## src/rtl/regfile_pkg.sv

```systemverilog
// Shared types and defaults for the register-file writeback arbiter.
package regfile_pkg;

    localparam int DATA_W_DEF = 16;
    localparam int NUM_W_DEF  = 3;

    typedef enum logic {
        IDLE = 1'b0,
        HELD = 1'b1
    } wb_state_e;

    // Requester index: 0 = ALU writeback, 1 = load writeback.
    typedef logic req_idx_t;

    function automatic logic [7:0] dec3to8(input logic [2:0] num);
        dec3to8 = 8'b1 << num;
    endfunction

endpackage

```

## src/rtl/rr_arbiter2.sv

```systemverilog
// Two-way round-robin grant; the pointer only moves on a contested acceptance.
module rr_arbiter2
    import regfile_pkg::*;
(
    input  logic     clk,
    input  logic     reset,
    input  logic     valid0,
    input  logic     valid1,
    input  logic     advance,
    output req_idx_t grant
);

    req_idx_t rr;

    // A lone valid wins outright; with no valid the grant idles on requester 0.
    always_comb begin
        grant = 1'b0;
        if (valid0 && valid1) begin
            grant = rr;
        end else if (valid1) begin
            grant = 1'b1;
        end
    end

    always_ff @(posedge clk or posedge reset) begin
        if (reset) begin
            rr <= 1'b0;
        end else if (advance) begin
            rr <= ~grant;
        end
    end

endmodule

```

## src/rtl/regfile_wb_arbiter.sv

```systemverilog
// Arbitrates two writeback requesters into a one-entry stage feeding the register file write port.
// Optional macro REGFILE_WB_SCOREBOARD_EN enables the pend_mask scoreboard.
module regfile_wb_arbiter
    import regfile_pkg::*;
#(
    parameter int DATA_W = DATA_W_DEF,
    parameter int NUM_W  = NUM_W_DEF
) (
    input  logic                 clk,
    input  logic                 reset,
    input  logic                 req0_valid,
    input  logic [NUM_W-1:0]     req0_num,
    input  logic [DATA_W-1:0]    req0_data,
    output logic                 req0_ready,
    input  logic                 req1_valid,
    input  logic [NUM_W-1:0]     req1_num,
    input  logic [DATA_W-1:0]    req1_data,
    output logic                 req1_ready,
    input  logic                 wb_hold,
    output logic                 rf_write,
    output logic [NUM_W-1:0]     rf_writenum,
    output logic [DATA_W-1:0]    rf_data_in,
    output logic [2**NUM_W-1:0]  pend_mask,
    output wb_state_e            state_dbg
);

    // Handshake: a request transfers on a rising clk edge where valid & ready are both 1;
    // ready never depends on the same requester's num/data, and a requester holds its
    // valid/num/data stable until it is accepted.

    wb_state_e          state, state_next;
    logic [NUM_W-1:0]   stage_num;
    logic [DATA_W-1:0]  stage_data;
    req_idx_t           grant;
    logic               stage_free;
    logic               contested;
    logic               accept;

    assign stage_free = (state == IDLE) | ((state == HELD) & !wb_hold);
    assign contested  = req0_valid & req1_valid;
    assign accept     = stage_free & (req0_valid | req1_valid);
    assign req0_ready = stage_free & (grant == 1'b0);
    assign req1_ready = stage_free & (grant == 1'b1);

    rr_arbiter2 u_arb (
        .clk     (clk),
        .reset   (reset),
        .valid0  (req0_valid),
        .valid1  (req1_valid),
        .advance (stage_free & contested),
        .grant   (grant)
    );

    always_ff @(posedge clk or posedge reset) begin
        if (reset) begin
            state <= IDLE;
        end else begin
            state <= state_next;
        end
    end

    always_comb begin
        state_next = state;
        case (state)
            IDLE: begin
                if (accept) begin
                    state_next = HELD;
                end
            end
            HELD: begin
                if (!wb_hold) begin
                    state_next = accept ? HELD : IDLE;
                end
            end
            default: state_next = IDLE;
        endcase
    end

    // Draining and refilling happen on the same edge, giving one write per cycle.
    always_ff @(posedge clk or posedge reset) begin
        if (reset) begin
            stage_num  <= '0;
            stage_data <= '0;
        end else if (accept) begin
            if (grant == 1'b1) begin
                stage_num  <= req1_num;
                stage_data <= req1_data;
            end else begin
                stage_num  <= req0_num;
                stage_data <= req0_data;
            end
        end
    end

    assign rf_write    = (state == HELD) & !wb_hold;
    assign rf_writenum = (state == HELD) ? stage_num : '0;
    assign rf_data_in  = (state == HELD) ? stage_data : '0;
    assign state_dbg   = state;

`ifdef REGFILE_WB_SCOREBOARD_EN
    localparam int MASK_W = 2**NUM_W;
    generate
        if (NUM_W == 3) begin : g_dec
            logic [7:0] onehot;
            assign onehot    = dec3to8(rf_writenum);
            assign pend_mask = (state == HELD) ? onehot : '0;
        end else begin : g_shift
            logic [MASK_W-1:0] one;
            assign one       = {{(MASK_W-1){1'b0}}, 1'b1};
            assign pend_mask = (state == HELD) ? (one << rf_writenum) : '0;
        end
    endgenerate
`else
    assign pend_mask = '0;
`endif

endmodule

```

## config.mk

```make
export PLATFORM = sky130hd
export DESIGN_NAME = regfile_wb_arbiter
export DESIGN_NICKNAME = d
export VERILOG_FILES = /design/src/rtl/regfile_pkg.sv /design/src/rtl/rr_arbiter2.sv /design/src/rtl/regfile_wb_arbiter.sv
export SDC_FILE = /design/constraint.sdc
export NUM_CORES = 1
export LEC_CHECK = 0
export CELL_PAD_IN_SITES_DETAIL_PLACEMENT = 0
export CELL_PAD_IN_SITES_GLOBAL_PLACEMENT = 1
export CORE_ASPECT_RATIO = 0.5
export CORE_UTILIZATION = 26
export CTS_CLUSTER_DIAMETER = 80
export CTS_CLUSTER_SIZE = 8
export DETAILED_ROUTE_END_ITERATION = 12
export PLACE_DENSITY_LB_ADDON = 0.1
export SYNTH_ARGS = -nofsm -noshare
export SYNTH_HDL_FRONTEND = slang
export SYNTH_HIERARCHICAL = 1
export SYNTH_SLANG_ARGS = --single-unit
```

## constraint.sdc

```tcl
create_clock -name clk -period 1.39 [get_ports clk]
set_input_delay 0.278 -clock clk [delete_from_list [all_inputs] [get_ports clk]]
set_output_delay 0.278 -clock clk [all_outputs]
set_load 0.03 [all_outputs]
```

==> impl_metrics.py, run 1 <==
metrics = {
    "clock_tree": {
        "numCtsBuffers": 3,
        "cts_buffer_depth": 2,
        "cts_num_sinks": 21,
        "cts_root_buf": "clkbuf_8",
        "clk_pin_slew_worst_paths_ps": 80,
        "htree_levels": 1,
        "cts_tree": "built",
        "hold_buffers": 0,
        "insertion_delay_ps": 260,
    },
    "power": {
        "p_int_mw": 1.66,
        "seq_power_share": 0.320,
        "p_sw_frac": 0.318,
        "p_comb_frac": 0.509,
        "clkPwrFrac": 0.171,
        "irDropWorstVdd_uv": 342,
        "power.switching_uw": 772,
        "pwr_density_cell_nw_per_um2": 1020,
        "cellLeakagePower_nw": 1.09,
    },
    "layout": {
        "regArea_sq_um": 527,
        "stdcell_count": 259,
        "multi_input_area_sq_um": 774,
        "antenna_cells": 0,
        "fillers": 450,
        "syn2layout_area_growth_pct": 78.9,
        "nets": 237,
        "drive_above_1_share": 0.601,
    },
    "critical_path": {
        "cp.arrival_ps": 1340,
        "cp_top_family": "flip-flops",
        "cp_slowest_cell": "dfrtp_1",
        "crit_chain": "nand2b_4, and2_4, buf_12, a21oi_2, buf_6",
        "critPathMaxStageDelay_ps": 390,
        "worst-path-buf-inv": 2,
        "required_ps": 1110,
        "crit_path_max_fanout": 5,
        "crit_path_start_kind": "register",
        "end_kind": "output pin",
        "worst-setup-path-type": "register to output pin",
    },
    "sta": {
        "period_needed_ps": 1620,
        "rsz0062_at_grt": "true",
        "finalCritPeriodShare": 1.16,
        "maxSlewViolCount": 0,
        "max_freq_mhz": 618,
        "layout_setup_ws_ps": -227,
        "clock_skew_ps": 3.46,
        "finalSetupViolCount": 41,
        "finalHoldViolations": 0,
        "fin_setup_tns_ps": -4950,
    },
    "place": {
        "place.port_buffers": 65,
        "place_inst": 244,
        "place.gp.congestion": 0.714,
        "hpwl_microns": 2290,
    },
    "route": {
        "vias": 1053,
        "ant_nets": 0,
        "routedWlPerCell_microns": 11.9,
        "drc": 0,
        "first_pass_iters": 3,
        "drt_iter0_drc": 17,
        "avgViaCountPerCell": 4.07,
        "wl_microns": 3090,
    },
    "floorplanning": {
        "die-height_microns": 52.5,
        "die_w_microns": 103,
        "pin_count": 74,
        "core_area_sq_um": 4640,
        "num_rows": 17,
        "initial_core_util": 0.286,
        "dieArea_sq_um": 5400,
    },
    "synth": {
        "synth.area.top_cells": "dfrtp_1 40%, mux2_2 24%, mux2_4 11%",
        "ys_ff_latch": 21,
        "synthArstFlopShare": 1.00,
        "synth_most_common_cell": "mux2_2",
        "synth_top_flop_cell": "dfrtp_1",
        "synth_top_area_share": 0.397,
        "synth_edf_count": 0,
        "synth_cell_type_count": 19,
        "yosys-top-cells-count": "28 x mux2_2, 21 x dfrtp_1, 20 x and2_1",
        "synth_seq_area_share": 0.397,
        "synth_warnings": 6,
        "synthCells": 106,
        "postSynthAreaPerCell_sq_um": 12.5,
        "synth_largest_area_cell": "dfrtp_1",
        "synthesis.area_sq_um": 1330,
    },
    "global_route": {
        "grt_start_max_net_pins": 21,
        "grt_pass1_vias": 1037,
        "grt_pass1_wl_microns": 5010,
        "antenna_found_initial": 0,
        "grt-ovfl-total": 0,
        "grt.total_usage": 0.125,
    },
    "min_path": {
        "hold_class": "input pin to asynchronous set/reset pin",
    },
    "status": {
        "status": "complete, but fails checks",
        "violations": "setup timing",
    },
    "flow_run": {
        "max-cap-violations": 0,
    },
}
[layer usage]
metal | GRT usage | part of all wire | vias to the layer above
met5 | 0 | 0 | -
met4 | 0.0141 | 0.0061 | 0
met3 | 0.0360 | 0.054 | 2
met2 | 0.213 | 0.48 | 38
met1 | 0.162 | 0.46 | 498
li1 | - | - | 515
[path summary, 6_finish.rpt]
kind	startpoint	to	slack, ps	cells after the start
setup / recovery	u_arb/rr	req0_ready	-230	5
max in group asynchronous	reset	state_dbg	800	3
hold reg to reg	stage_data[5]	stage_data[5]	510	1
setup reg to reg	u_arb/rr	stage_num[0]	-210	6
min in group clk	req1_valid	u_arb/rr	510	3
hold / removal	reset	u_arb/rr	170	2
[final cells by class]
cell class,instances,area share
clock buffer,3,0.0174
sequential,21,0.222
multi-input combinational,77,0.327
timing repair buffer,89,0.394
tap,66,0.0348
clock inverter,1,0.00211
inverter,2,0.00317
[sequential cells by signal, indices dropped and copies added, names as in the netlist]
signal / count
u_arb/rr: 1
state_dbg: 1
stage_data: 16
stage_num: 3
[cell families (layout without fill, tap and decap cells)]
kind of cell           count (synthesis)  after routing  synth area share
buffers and inverters                 15             95            0.0888
other                                  1              8           0.00283
DFF                                   21             21             0.397
and+or+nand+nor                       28             28             0.132
muxes                                 38             38             0.351
AOI/OAI and AO/OA                      3              3            0.0283
[cells in the final DEF (no fill, tap or decap), drive strengths merged]
cell type      instances
a21oi                  1
a2bb2oi                1
a31oi                  1
and2                  21
and3                   1
buf                   47
clkbuf                 3
clkdlybuf4s50         39
clkinv                 1
conb                   8
dfrtp                 21
dlygate4sd2            3
inv                    2
mux2                  38
nand2                  2
nand2b                 1
nor2                   2
nor2b                  1
[through the flow]
| step | worst slack [ps] | hold WS (ps) | power, mW | util | instance area (sq um) |
|---|---|---|---|---|---|
| after floorplan | -12.7 | 6.71 | 1.41 | - | 1360 |
| after detailed placement | -496 | 452 | 1.79 | 0.444 | 2060 |
| final | -227 | 165 | 2.43 | 0.511 | 2370 |
| after global routing | -266 | 183 | 2.57 | 0.511 | 2370 |
| after global placement | -484 | 456 | 1.79 | 0.444 | 2060 |
| after CTS | -239 | 168 | 2.46 | 0.507 | 2350 |
[power groups by stage]
stage / Combinational (mW) / Sequential [mW] / Clock [mW]
global route: 1.31 / 0.793 / 0.462
detailed placement: 1.01 / 0.781 / 0
finish: 1.24 / 0.777 / 0.416
floorplan: 0.646 / 0.769 / 0
global placement: 1.01 / 0.780 / 0
CTS: 1.24 / 0.778 / 0.437
[timing repair]
item                       in CTS  in global routing
setup endpoints to repair      42                 41
pin swaps                       8                  2
setup buffers                   9                  1
gates resized for setup        51                  2
cloned                          1                  0
hold endpoints to repair        0                  0
Power figures use the tool's default switching activity.
==> run 2: changes to the inputs <==
--- a/config.mk
+++ b/config.mk
@@ -10,8 +10,8 @@
 export CORE_ASPECT_RATIO = 0.5
 export CORE_UTILIZATION = 26
 export CTS_CLUSTER_DIAMETER = 80
-export CTS_CLUSTER_SIZE = 8
 export DETAILED_ROUTE_END_ITERATION = 12
+export HOLD_SLACK_MARGIN = 0.15
 export PLACE_DENSITY_LB_ADDON = 0.1
 export SYNTH_ARGS = -nofsm -noshare
 export SYNTH_HDL_FRONTEND = slang
==> results of run 2 <==
Same layout as run 1: the final DEF is identical, and so are final timing and power.
==> run 3: changes to the inputs <==
--- a/config.mk
+++ b/config.mk
@@ -9,10 +9,12 @@
 export CELL_PAD_IN_SITES_GLOBAL_PLACEMENT = 1
 export CORE_ASPECT_RATIO = 0.5
 export CORE_UTILIZATION = 26
+export CTS_BUF_LIST = sky130_fd_sc_hd__clkbuf_8 sky130_fd_sc_hd__clkbuf_16
 export CTS_CLUSTER_DIAMETER = 80
 export DETAILED_ROUTE_END_ITERATION = 12
 export HOLD_SLACK_MARGIN = 0.15
 export PLACE_DENSITY_LB_ADDON = 0.1
+export SLEW_MARGIN = 20
 export SYNTH_ARGS = -nofsm -noshare
 export SYNTH_HDL_FRONTEND = slang
 export SYNTH_HIERARCHICAL = 1
==> results of run 3 <==
Same layout as run 1: the final DEF is identical, and so are final timing and power.
